==> config.mk <==
export PLATFORM = sky130hd
export DESIGN_NAME = pet2001io_arb
export DESIGN_NICKNAME = d
export VERILOG_FILES = /design/src/rtl/pet2001io_arb.sv
export SDC_FILE = /design/constraint.sdc
export NUM_CORES = 1
export LEC_CHECK = 0
export ABC_CLOCK_PERIOD_IN_PS = 1800
export BUFFER_PORTS_ARGS = -buffer_cell sky130_fd_sc_hd__buf_4
export CAP_MARGIN = 20
export CORE_MARGIN = 1
export CORE_UTILIZATION = 27
export CTS_CLUSTER_DIAMETER = 200
export CTS_CLUSTER_SIZE = 8
export DETAILED_ROUTE_END_ITERATION = 8
export GPL_TIMING_DRIVEN = 0
export PLACE_DENSITY = 0.55
export SYNTH_ARGS = -nofsm -noshare
export SYNTH_HDL_FRONTEND = slang
export SYNTH_SLANG_ARGS = --single-unit
==> constraint.sdc <==
create_clock -name clk -period 1.8 [get_ports clk]
set_clock_uncertainty 0.1 [all_clocks]
set_input_delay 0.18 -clock clk [delete_from_list [all_inputs] [get_ports clk]]
set_output_delay 0.18 -clock clk [all_outputs]
set_load 0.02 [all_outputs]
==> src/rtl/pet2001io_arb.sv <==
`default_nettype none
// ============================================================================
// Module   : pet2001io_arb
// Purpose  : Arbiter/sequencer for the PET I/O register space (PIA1, PIA2,
//            VIA). Shares one device bus between the 6502 CPU (absolute
//            priority, ce-slot driven) and a secondary host port that is
//            fitted into the idle clocks between CPU cycles.
// Options  : PETIO_ARB_HOST_WR_EN - when defined, host writes reach the
//            devices; when undefined, a host write is acknowledged without a
//            strobe and returns 8'hFF.
// Revision : 1.0 - initial release
// ============================================================================
module pet2001io_arb (
  input  logic        clk,
  input  logic        reset_n,
  // CPU side
  input  logic        ce,
  input  logic        cpu_sel,
  input  logic [10:0] cpu_addr,
  input  logic        cpu_we,
  input  logic [7:0]  cpu_din,
  output logic [7:0]  cpu_dout,
  // Host side
  input  logic        host_req,
  input  logic [10:0] host_addr,
  input  logic        host_we,
  input  logic [7:0]  host_din,
  output logic        host_ack,
  output logic [7:0]  host_dout,
  // Device side
  output logic        io_strobe,
  output logic [10:0] io_addr,
  output logic        io_we,
  output logic [7:0]  io_din,
  input  logic [7:0]  io_dout,
  // Status
  output logic        busy
);

  localparam logic [2:0] S_IDLE     = 3'd0;
  localparam logic [2:0] S_CPU_STB  = 3'd1;
  localparam logic [2:0] S_CPU_CAP  = 3'd2;
  localparam logic [2:0] S_HOST_STB = 3'd3;
  localparam logic [2:0] S_HOST_CAP = 3'd4;

  localparam logic [7:0] C_HOST_WR_BLOCKED = 8'hFF;

  logic [2:0]  r_state;
  logic [2:0]  w_next;

  // Latched CPU request (captured at every ce)
  logic        r_cpu_pend;
  logic [10:0] r_cpu_addr;
  logic        r_cpu_we;
  logic [7:0]  r_cpu_din;

  // Host transaction attributes latched at grant
  logic        r_host_we;
  logic        r_host_skip;

  // Hold registers for the device address/data between strobes
  logic [10:0] r_io_addr;
  logic [7:0]  r_io_din;

  logic [7:0]  r_cpu_dout;
  logic [7:0]  r_host_dout;

  logic        w_cpu_hit;
  logic        w_host_wr_skip;
  logic        w_host_grant;
  logic [7:0]  w_host_cap_val;

  assign w_cpu_hit = ce & cpu_sel;

`ifdef PETIO_ARB_HOST_WR_EN
  assign w_host_wr_skip = 1'b0;
`else
  // Host writes are suppressed: they bypass the strobe state entirely
  assign w_host_wr_skip = host_we;
`endif

  // Host is only granted in IDLE with no CPU work pending or arriving
  assign w_host_grant = (r_state == S_IDLE) & ~r_cpu_pend & ~w_cpu_hit
                        & host_req & ~ce;

  // State register
  always_ff @(posedge clk or negedge reset_n) begin
    if (!reset_n) begin
      r_state <= S_IDLE;
    end else begin
      r_state <= w_next;
    end
  end

  // Next-state logic: CPU first, host only in a clk without ce
  always_comb begin
    w_next = r_state;
    case (r_state)
      S_IDLE: begin
        if (r_cpu_pend || w_cpu_hit) begin
          w_next = S_CPU_STB;
        end else if (host_req && !ce) begin
          w_next = w_host_wr_skip ? S_HOST_CAP : S_HOST_STB;
        end else begin
          w_next = S_IDLE;
        end
      end
      S_CPU_STB:  w_next = S_CPU_CAP;
      S_CPU_CAP:  w_next = S_IDLE;
      S_HOST_STB: w_next = S_HOST_CAP;
      S_HOST_CAP: w_next = S_IDLE;
      default:    w_next = S_IDLE;
    endcase
  end

  // Output decode: device bus, host handshake and status from current state
  always_comb begin
    io_strobe = 1'b0;
    io_we     = 1'b0;
    io_addr   = r_io_addr;
    io_din    = r_io_din;
    host_ack  = 1'b0;
    busy      = (r_state != S_IDLE);
    case (r_state)
      S_CPU_STB: begin
        io_strobe = 1'b1;
        io_we     = r_cpu_we;
        io_addr   = r_cpu_addr;
        io_din    = r_cpu_din;
      end
      S_HOST_STB: begin
        io_strobe = 1'b1;
        io_we     = r_host_we;
        io_addr   = host_addr;
        io_din    = host_din;
      end
      S_HOST_CAP: begin
        host_ack  = 1'b1;
      end
      default: begin
        io_strobe = 1'b0;
      end
    endcase
  end

  // Value presented to the host in HOST_CAP; forwarded so it is valid with ack
  always_comb begin
    w_host_cap_val = r_host_dout;
    if (r_host_skip) begin
      w_host_cap_val = C_HOST_WR_BLOCKED;
    end else if (!r_host_we) begin
      w_host_cap_val = io_dout;
    end
  end

  assign host_dout = (r_state == S_HOST_CAP) ? w_host_cap_val : r_host_dout;
  assign cpu_dout  = r_cpu_dout;

  // CPU request latch: every ce snapshots the bus, CPU_STB retires it
  always_ff @(posedge clk or negedge reset_n) begin
    if (!reset_n) begin
      r_cpu_pend <= 1'b0;
      r_cpu_addr <= 11'd0;
      r_cpu_we   <= 1'b0;
      r_cpu_din  <= 8'd0;
    end else if (ce) begin
      r_cpu_pend <= cpu_sel;
      r_cpu_addr <= cpu_addr;
      r_cpu_we   <= cpu_we;
      r_cpu_din  <= cpu_din;
    end else if (r_state == S_CPU_STB) begin
      r_cpu_pend <= 1'b0;
    end
  end

  // Host attributes frozen at grant so a late host_req drop cannot disturb CAP
  always_ff @(posedge clk or negedge reset_n) begin
    if (!reset_n) begin
      r_host_we   <= 1'b0;
      r_host_skip <= 1'b0;
    end else if (w_host_grant) begin
      r_host_we   <= host_we;
      r_host_skip <= w_host_wr_skip;
    end
  end

  // Device address/data hold their last strobed values between accesses
  always_ff @(posedge clk or negedge reset_n) begin
    if (!reset_n) begin
      r_io_addr <= 11'd0;
      r_io_din  <= 8'd0;
    end else if (io_strobe) begin
      r_io_addr <= io_addr;
      r_io_din  <= io_din;
    end
  end

  // Read-data capture for whichever requester owns the CAP slot
  always_ff @(posedge clk or negedge reset_n) begin
    if (!reset_n) begin
      r_cpu_dout  <= 8'd0;
      r_host_dout <= 8'd0;
    end else begin
      if ((r_state == S_CPU_CAP) && !r_cpu_we) begin
        r_cpu_dout <= io_dout;
      end
      if (r_state == S_HOST_CAP) begin
        r_host_dout <= w_host_cap_val;
      end
    end
  end

endmodule
`default_nettype wire

==> reports/qor.txt, run 1 <==
status - finished with violations
failing checks - setup timing
first-pass GRT wire length - 11590 µm
Area Growth Syn to Fin - 70.84%
largest net degree at the start of global routing - 61
die width - 100.7 µm
total routed wirelength - 7342 µm
layout cell share with drive strength beyond 1 - 0.5409
maximum vdd ir drop - 0.7360 mV
Max Fclk - 520.5 MHz
min-delay worst type - input port to flop
clock share of power - 0.167
CTS tree - built
setup violators final - 28
Seq. cell area - 1503 µm²
slew of the pin with the lowest slew margin - 0.7805 ns
number of synthesized register bits - 60
number of H-tree levels - 3
buffers from clock root to sink, at most - 2
nets - 427
clock sink count - 60
setup_tns - -2.679 ns
boundary pin count - 92
root buf cell - clkbuf_8
Mapped Cells - 227
placed cells - 446
R2R cell count - 5
syn_area_per_cell - 11.59 µm²
Reg-to-Reg Start - r_state[1]$_DFF_PN0_
Final Cell Area - 4493 µm²
hold endpoint - r_io_din[6]$_DFFE_PN0N_
Tot Pwr - 7.935 mW
CP startpoint kind - flop
post-synthesis cell type count - 23
DRC Markers - 0
sequential fraction of the synthesis area - 0.5709
cell leakage power - 2.023 nW
Sw Ratio - 0.3888
final period utilization - 1.067
total CTS buffers - 9
Initial DRT Pass Iterations - 4
WS Path Type - flop to output port
Arr. time, crit path - 1.64 ns
Hold Startpoint - host_din[6]
hpwl dp - 4677 µm
die area - 10140 µm²
total grt overflow - 0
drt wl/cell - 14.45 µm
multi-input logic area - 1205 µm²
Finished Layout Cells - 508
Final Util - 0.4817
clock-pin transition on the worst setup and hold timing paths - 0.07 ns
Final Slew Violations - 0
critical path fanouts, max - 10
NetSw - 3.085 mW
IO buf count - 90
Yosys warnings - 0
vias in the first global route - 2334
Worst setup EP type - output port
die height - 100.7 µm
Core Area - 9328 µm²
PnR worst setup slack - -0.1214 ns
Comb pwr share - 0.574
overall routing resource usage - 0.1523
Routed Antenna Nets - 0
MaxCap Viol Count - 0
initial antenna violation count - 0
1st-iter DRT viols - 75
Area after DPL - 3467 µm²
GP Congestion - 0.6860
Hold Violations, Final - 0
fill count - 853
worst r2r dst - r_host_skip$_DFFE_PN0P_
Ant. Diodes - 0
drt via density - 4.407
pwr dens - 1766 nW/µm²
Seq pwr share - 0.259
critical path required time - 1.52 ns
Synth Net Count - 280
Synth Cell Area - 2630 µm²
Int Pwr - 4.850 mW
RSZ-0062 raised after global routing - true
later-pin clock latency in the skew report - 0.34 ns
row cnt - 35
Hold Path Depth - 3
R2R setup slack - 0.13 ns
worst rel slew slack - 0.4796
post-layout minimum cycle time - 1.921 ns
Starting Density - 0.2820
via count - 2239
==> sequential cells by signal (all words and copies together), names as in the netlist <==
signal       cells
r_host_skip      1
r_cpu_we         1
r_state          3
cpu_dout         8
r_cpu_addr      11
r_host_dout      8
r_cpu_din        8
r_cpu_pend       1
r_io_din         8
r_io_addr       11
==> Yosys cell counts, drive strengths merged <==
| cell | number | area, µm² |
|---|---|---|
| mux2 | 29 | 330.3 |
| nor4b | 1 | 23.77 |
| nand2b | 1 | 13.76 |
| buf | 9 | 62.55 |
| nand3 | 1 | 5.000 |
| nand3b | 1 | 7.510 |
| clkbuf | 6 | 22.52 |
| inv | 2 | 7.510 |
| o21ai | 39 | 195.2 |
| or3 | 1 | 11.26 |
| dfrtp | 60 | 1501 |
| mux2i | 20 | 200.2 |
| nor2 | 18 | 67.56 |
| nor3 | 1 | 5.000 |
| nand2 | 22 | 82.58 |
| nor2b | 1 | 6.260 |
| nor3b | 2 | 20.02 |
| or2b | 1 | 7.510 |
| a21oi | 12 | 60.06 |
==> logic make-up after synthesis <==
group,count (synthesis),synth area share
flip-flops,60,0.5709
multiplexers,49,0.2017
buffers and inverters,17,0.03520
AND/OR/NAND/NOR,50,0.09514
AO/OA/AOI/OAI,51,0.09705
==> layer usage <==
metal | track usage | share of wire | vias to the layer above
met5 | 0 | 0 | -
met4 | 0.06577 | 0.020 | 0
met3 | 0.03953 | 0.044 | 12
met2 | 0.2439 | 0.47 | 59
met1 | 0.1948 | 0.46 | 1081
li1 | - | - | 1087
==> layout by cell type (no fill, tap or decap), types with 2 or more instances in the layout <==
cell type and instances:
nor2_1 14, o21ai_1 3, buf_2 3, clkbuf_8 13, o21ai_4 3, a21oi_2 7, buf_4 79, nor2_4 2
nand2_1 16, mux2i_1 19, dlygate4sd3_1 32, o21ai_0 20, dfrtp_1 59, buf_6 30, nand2_2 6, nor2_2 2
mux2_2 28, o21ai_2 13, clkbuf_16 3, a21oi_1 4, buf_8 2
==> how the worst max path moves through the flow <==
stage / depth (start not counted) / end / slack [ns] / from
final: 5 / io_din[6] / -0.12 / r_state[0]$_DFF_PN0_
after global routing: 5 / io_din[6] / -0.22 / r_state[0]$_DFF_PN0_
after CTS: 6 / host_dout[2] / -0.14 / r_state[1]$_DFF_PN0_
after detailed placement: 6 / io_addr[9] / -0.09 / r_state[0]$_DFF_PN0_
after global placement: 6 / io_addr[2] / -0.09 / r_state[0]$_DFF_PN0_
after floorplan: 5 / host_dout[6] / 0.03 / r_state[0]$_DFF_PN0_
==> worst max-delay path: stages, from the launching register on <==
cell       delay [ns]
dfrtp_1          0.34
buf_6            0.12
or2b_4           0.33
clkbuf_16        0.20
o21ai_1          0.14
buf_4            0.16
==> cell type report <==
class | count | share of cell area
timing repair buffer | 137 | 0.2751
multi-input combinational | 150 | 0.2682
tap | 129 | 0.03592
sequential | 60 | 0.3344
clock inverter | 3 | 0.009468
buffer | 14 | 0.03537
inverter | 2 | 0.001671
clock buffer | 13 | 0.03982
==> timing repair <==
action	4_1_cts	5_1_grt
pin swaps	1	3
gates resized for setup	65	47
endpoints found under the hold margin	92	0
buffers inserted	9	5
cloned	0	1
hold buffers	32	0
setup endpoints to repair	30	39
==> through the flow <==
stage                     hold WS [ns]  setup WS [ns]
final                          0.07174        -0.1214
after global routing           0.06712        -0.2244
after CTS                      0.05299        -0.1366
after detailed placement        0.2261       -0.08585
after global placement          0.2198       -0.08721
after floorplan                -0.2156        0.03475
==> power groups by stage <==
stage                     Sequential (mW)  Clock, mW  Combinational (mW)
after floorplan                      2.10          0                1.93
after global placement               2.00          0                3.38
after detailed placement             2.02          0                3.40
after CTS                            2.00       1.37                4.05
after global routing                 2.11       1.44                4.88
final                                2.06       1.33                4.55
(Power assumes the default switching activity.)
==> inputs of run 2 (changes only) <==
BUFFER_PORTS_ARGS = not set   (was -buffer_cell sky130_fd_sc_hd__buf_4)
DONT_BUFFER_PORTS = 1   (was not set)
PLACE_DENSITY = 0.47   (was 0.55)
==> run 2 against run 1 <==
The run ends with hold timing, setup timing left. Sequential cell count did not move. Setup slack improved by 0.039 ns. Fmax rose by 2.1%. First-iteration DRC count fell by 28%. Final cell count fell by 15%. Global-route usage rose by 1.3 points. Via count fell by 7.9%. Highest routed layer unchanged. Clock power fell by 16%. Die area did not move.
==> reports/qor.txt, run 2 (same netlist as run 1, synthesis figures left out) <==
Starting Density - 0.2820 (unchanged)
Sw Ratio - 0.4384 (+0.04964)
Routed Antenna Nets - 0 (unchanged)
CP startpoint kind - flop
failing checks - hold timing, setup timing
Hold Violations, Final - 1 (+1)
setup violators final - 22 (-21%)
Ant. Diodes - 0 (unchanged)
placed cells - 356 (-20%)
total routed wirelength - 7904 µm (+7.7%)
die width - 100.7 µm (unchanged)
critical path required time - 1.52 ns (about the same)
Finished Layout Cells - 432 (-15%)
CTS tree - built
die height - 100.7 µm (unchanged)
drt via density - 4.771 (+8.2%)
Worst setup EP type - output port
IO buf count - 0 (-100%)
clock sink count - 60 (unchanged)
clock share of power - 0.141 (-0.026)
nets - 353 (-17%)
first-pass GRT wire length - 12060 µm (+4.0%)
total grt overflow - 0 (unchanged)
buffers from clock root to sink, at most - 2 (unchanged)
post-layout minimum cycle time - 1.882 ns (-0.03938 ns)
fill count - 836 (-2.0%)
CP most frequent cell - buf_12
Int Pwr - 4.467 mW (-7.9%)
Initial DRT Pass Iterations - 4 (unchanged)
clock-pin transition on the worst setup and hold timing paths - 0.07 ns (about the same)
critical-path cell list - buf_6, nor3b_4, buf_12, buf_12, nor2_4, a21oi_4
RSZ-0062 raised after global routing - true
NetSw - 3.487 mW (+13%)
min-delay worst type - input port to flop
DRC Markers - 0 (unchanged)
Final Slew Violations - 0 (unchanged)
WS Path Type - flop to output port
Fin Hold WS - -0.01084 ns (-0.08258 ns)
hpwl dp - 4465 µm (-4.5%)
PnR worst setup slack - -0.08200 ns (+0.03938 ns)
drt wl/cell - 18.30 µm (+27%)
Tot Pwr - 7.955 mW (+0.25%)
worst rel slew slack - 0.6270 (+0.1474)
Seq pwr share - 0.284 (+0.025)
Arr. time, crit path - 1.60 ns (-0.04 ns)
biggest regs - r_cpu_addr x11, r_io_addr x11
root buf cell - clkbuf_8
Comb pwr share - 0.576 (+0.002)
maximum vdd ir drop - 0.7534 mV (+2.4%)
Area Growth Syn to Fin - 68.65%
1st-iter DRT viols - 54 (-28%)
Final Util - 0.4755 (-0.006170)
final period utilization - 1.046 (-0.02188)
overall routing resource usage - 0.1655 (+0.01314)
row cnt - 35 (unchanged)
most frequent cells in the layout - dfrtp_1, dlygate4sd3_1, mux2_2
most common cell after layout, fill and taps aside - dfrtp_1
die area - 10140 µm² (unchanged)
via count - 2061 (-7.9%)
Place WS - -0.2483 ns (-0.1624 ns)
layout cell share with drive strength beyond 1 - 0.4983 (-0.04255)
slew of the pin with the lowest slew margin - 0.5583 ns (-0.2223 ns)
Max Fclk - 531.4 MHz (+2.1%)
cell leakage power - 1.747 nW (-14%)
largest net degree at the start of global routing - 61 (unchanged)
number of H-tree levels - 3 (unchanged)
vias in the first global route - 2215 (-5.1%)
pwr dens - 1793 nW/µm² (+1.5%)
later-pin clock latency in the skew report - 0.34 ns (about the same)
Core Area - 9328 µm² (unchanged)
CP max stage cell - dfrtp_1
status - finished with violations
initial antenna violation count - 0 (unchanged)
total CTS buffers - 9 (unchanged)
Crit path largest cell delay - 0.39 ns (+0.05 ns)
critical path fanouts, max - 6 (-4)
GP Congestion - 0.6418 (-6.4%)
boundary pin count - 92 (unchanged)
MaxCap Viol Count - 0 (unchanged)
run 2: cell count changes in the layout (fill, tap and decap cells not counted), moves of 15 or more:
cell     before  now
buf_4        79    8
buf_6        30    3
o21ai_4       3   19
mux2i_1      19    4
run 2: power groups by stage:
| stage | clock [mW] | sequential [mW] | combinational (mW) |
|---|---|---|---|
| final | 1.12 | 2.26 | 4.58 |
| after detailed placement | 0 | 2.15 | 2.39 |
| after global routing | 1.21 | 2.30 | 4.85 |
| after CTS | 1.16 | 2.21 | 4.33 |
| after floorplan | 0 | 2.10 | 1.93 |
| after global placement | 0 | 2.13 | 2.35 |
run 2: what timing repair did:
action / 4_1_cts / 5_1_grt
hold buffers: 44 / 2
gates cloned: 7 / 0
buffers inserted: 7 / 2
pin swaps: 18 / 6
resized for setup: 152 / 26
endpoints found under the setup margin: 38 / 37
hold endpoints to repair: 104 / 2
run 2: critical path: cells and delay by family, from the launching register on:
kind	cells	cell delay (ns)
simple gates	2	0.25
compound gates	1	0.20
flops	1	0.39
buf+inv	3	0.42
run 2: worst paths after layout:
path / to / slack [ns] / depth (start not counted) / start
worst max-delay path: host_dout[6] / -0.08 / 6 / r_state[1]$_DFF_PN0_
worst min-delay path: r_io_addr[3]$_DFFE_PN0N_ / -0.01 / 2 / host_addr[3]
worst max register to register: r_host_skip$_DFFE_PN0P_ / 0.05 / 5 / r_state[0]$_DFF_PN0_
worst min register to register: r_cpu_addr[5]$_DFFE_PN0P_ / 0.41 / 1 / r_cpu_addr[5]$_DFFE_PN0P_
max in group asynchronous: r_state[2]$_DFF_PN0_ / 1.04 / 2 / reset_n
min in group asynchronous: r_io_addr[6]$_DFFE_PN0N_ / 0.28 / 2 / reset_n
run 2: cell type report:
class / count / area [µm²] / share of cell area
buffer: 15 / 209.0 / 0.04711
inverter: 2 / 11.26 / 0.002539
clock buffer: 12 / 165.2 / 0.03724
tap: 129 / 161.4 / 0.03639
clock inverter: 2 / 10.01 / 0.002257
timing repair buffer: 61 / 713.2 / 0.1608
sequential: 60 / 1503 / 0.3388
multi-input combinational: 151 / 1663 / 0.3749
run 2: through the flow:
step | area (µm²) | setup TNS, ns
2_1_floorplan | 2630 | 0
3_3_place_gp | 2791 | -3.539
3_5_place_dp | 2791 | -3.716
4_1_cts | 4243 | -2.177
5_1_grt | 4436 | -2.956
6_report | 4436 | -0.8540
run 2: routing by layer:
metal  vias to the layer above  track usage  share of wire
met5                         -            0              0
met4                         0      0.06355          0.018
met3                        14      0.05756          0.059
met2                        47       0.2708           0.51
met1                      1061       0.2005           0.41
li1                        939            -              -
==> inputs of run 3 (changes only) <==
ABC_CLOCK_PERIOD_IN_PS = 1700   (was 1800)
PLACE_DENSITY = 0.49   (was 0.47)
clock period = 1.7 ns   (was 1.8 ns; I/O delays follow)
==> run 3 against run 2 <==
The flow still finishes with violations (hold timing, setup timing). Cell area is 4.1% lower. Via count is 1.2% lower. Sequential share of layout area is 1.5 points higher. Non-clock buffer count is 1 lower. Register-to-register slack worse by 0.07 ns. Setup slack worse by 0.085 ns. Largest cell class unchanged.
==> reports/qor.txt, run 3 (same netlist as run 1, synthesis figures left out) <==
Crit path largest cell delay - 0.37 ns (-0.02 ns)
crit path buf inv count - 3 (unchanged)
die height - 100.7 µm (unchanged)
clock-pin transition on the worst setup and hold timing paths - 0.07 ns (about the same)
Core Area - 9328 µm² (unchanged)
via count - 2036 (-1.2%)
setup_tns - -3.586 ns (-2.732 ns)
MaxCap Viol Count - 0 (unchanged)
die width - 100.7 µm (unchanged)
Area after DPL - 2795 µm² (+0.13%)
CP most frequent cell - buf_12
boundary pin count - 92 (unchanged)
Final Cell Area - 4253 µm² (-4.1%)
critical path required time - 1.43 ns (-0.09 ns)
later-pin clock latency in the skew report - 0.34 ns (about the same)
Initial DRT Pass Iterations - 4 (unchanged)
Seq pwr share - 0.292 (+0.008)
failing checks - hold timing, setup timing
setup violators final - 29 (+32%)
buffers from clock root to sink, at most - 2 (unchanged)
WS Path Type - flop to output port
largest net degree at the start of global routing - 61 (unchanged)
worst rel slew slack - 0.6307 (+0.003701)
drt wl/cell - 17.78 µm (-2.8%)
total CTS buffers - 9 (unchanged)
Starting Density - 0.2820 (unchanged)
GP Congestion - 0.6355 (-0.98%)
min-delay worst type - input port to flop
first-pass GRT wire length - 11850 µm (-1.8%)
slew of the pin with the lowest slew margin - 0.5527 ns (-0.005540 ns)
DRC Markers - 0 (unchanged)
Ant. Diodes - 0 (unchanged)
hpwl dp - 4407 µm (-1.3%)
1st-iter DRT viols - 27 (-50%)
root buf cell - clkbuf_8
RSZ-0062 raised after global routing - true
maximum vdd ir drop - 0.7549 mV (+0.20%)
Routed Antenna Nets - 0 (unchanged)
IO buf count - 0 (unchanged)
critical path fanouts, max - 7 (+1)
Hold Violations, Final - 2 (+1)
critical-path cell list - buf_6, nor3b_4, buf_12, buf_12, nor2_4, a21oi_4
CP top delay family - buffers and inverters
total routed wirelength - 7697 µm (-2.6%)
row cnt - 35 (unchanged)
CTS tree - built
final period utilization - 1.098
most frequent cells in the layout - dfrtp_1, dlygate4sd3_1, mux2_2
pwr dens - 1899 nW/µm² (+5.9%)
biggest regs - r_cpu_addr x11, r_io_addr x11
Fin Hold WS - -0.01446 ns (-0.003617 ns)
Max Fclk - 535.5 MHz
nets - 352 (-0.28%)
CP max stage cell - dfrtp_1
drt via density - 4.702 (-1.4%)
Worst setup EP type - output port
number of H-tree levels - 3 (unchanged)
vias in the first global route - 2188 (-1.2%)
Sw Ratio - 0.4374 (-0.001030)
Comb pwr share - 0.553 (-0.023)
Finished Layout Cells - 433 (+0.23%)
cell leakage power - 1.702 nW (-2.6%)
Area Growth Syn to Fin - 61.70%
fill count - 839 (+0.36%)
post-layout minimum cycle time - 1.867 ns
total grt overflow - 0 (unchanged)
initial antenna violation count - 0 (unchanged)
status - finished with violations
Tot Pwr - 8.075 mW (+1.5%)
most common cell after layout, fill and taps aside - dfrtp_1
placed cells - 356 (unchanged)
clock sink count - 60 (unchanged)
Int Pwr - 4.543 mW (+1.7%)
Arr. time, crit path - 1.60 ns (about the same)
die area - 10140 µm² (unchanged)
NetSw - 3.532 mW (+1.3%)
PnR worst setup slack - -0.1673 ns (-0.08535 ns)
CP startpoint kind - flop
layout cell share with drive strength beyond 1 - 0.4737 (-0.02467)
clock share of power - 0.154 (+0.013)
Final Slew Violations - 0 (unchanged)
overall routing resource usage - 0.1615 (-0.003931)
## run 3: cell count changes in the layout (fill, tap and decap cells not counted), moves of 3 or more
| cell | delta |
|---|---|
| mux2_2 | -7 |
| clkbuf_8 | -3 |
| mux2i_4 | -10 |
| mux2_4 | +7 |
| nand2_4 | -9 |
| clkbuf_16 | -5 |
| nand2_1 | +5 |
| mux2i_2 | +9 |
| nand2_2 | +4 |
## run 3: per-layer routing
layer,vias to the layer above,wire length [µm],share of wire,global-route usage
met3,11,507,0.066,0.07212
met1,1041,3223,0.42,0.1871
met5,-,0,0,0
met2,50,3819,0.50,0.2640
li1,934,-,-,-
met4,0,147,0.019,0.05909
## run 3: power by group through the flow
stage               registers (mW)  clock network (mW)  logic [mW]
finish                        2.36                1.25        4.47
global placement              2.26                   0        2.50
detailed placement            2.28                   0        2.54
CTS                           2.29                1.29        4.02
global route                  2.41                1.36        4.75
floorplan                     2.22                   0        2.06
## run 3: final cells by class
type / count / area, µm² / area share
inverters: 2 / 11.26 / 0.002648
well taps: 129 / 161.4 / 0.03795
repair buffers: 61 / 686.9 / 0.1615
clock inverters: 5 / 52.55 / 0.01236
clock buffers: 11 / 131.4 / 0.03089
plain buffers: 14 / 176.4 / 0.04148
multi-input cells: 151 / 1530 / 0.3598
flip-flops and latches: 60 / 1503 / 0.3533
## run 3: path summary, 6_finish.rpt
path | cells past startpoint | endpoint | slack [ns] | startpoint
worst max register to register | 5 | r_host_skip$_DFFE_PN0P_ | -0.02 | r_state[0]$_DFF_PN0_
worst max-delay path | 6 | host_dout[6] | -0.17 | r_state[0]$_DFF_PN0_
worst min register to register | 2 | r_io_din[6]$_DFFE_PN0N_ | 0.40 | r_io_din[6]$_DFFE_PN0N_
worst min-delay path | 2 | r_io_din[5]$_DFFE_PN0N_ | -0.01 | host_din[5]
max in group asynchronous | 2 | r_state[2]$_DFF_PN0_ | 0.94 | reset_n
min in group asynchronous | 2 | r_cpu_din[7]$_DFFE_PN0P_ | 0.27 | reset_n
## run 3: what timing repair did
action / in CTS / in global routing
gates cloned: 2 / 3
endpoints found under the setup margin: 46 / 34
buffers inserted: 8 / 3
hold endpoints to repair: 101 / 6
pin swaps: 22 / 9
gates resized for setup: 120 / 38
hold buffers: 40 / 6
## run 3: stage by stage
stage | setup slack [ns] | utilization
finish | -0.1673 | 0.4559
global route | -0.2565 | 0.4559
CTS | -0.1813 | 0.4282
detailed placement | -0.3272 | 0.2997
global placement | -0.3026 | 0.2997
floorplan | 0.02257 | -
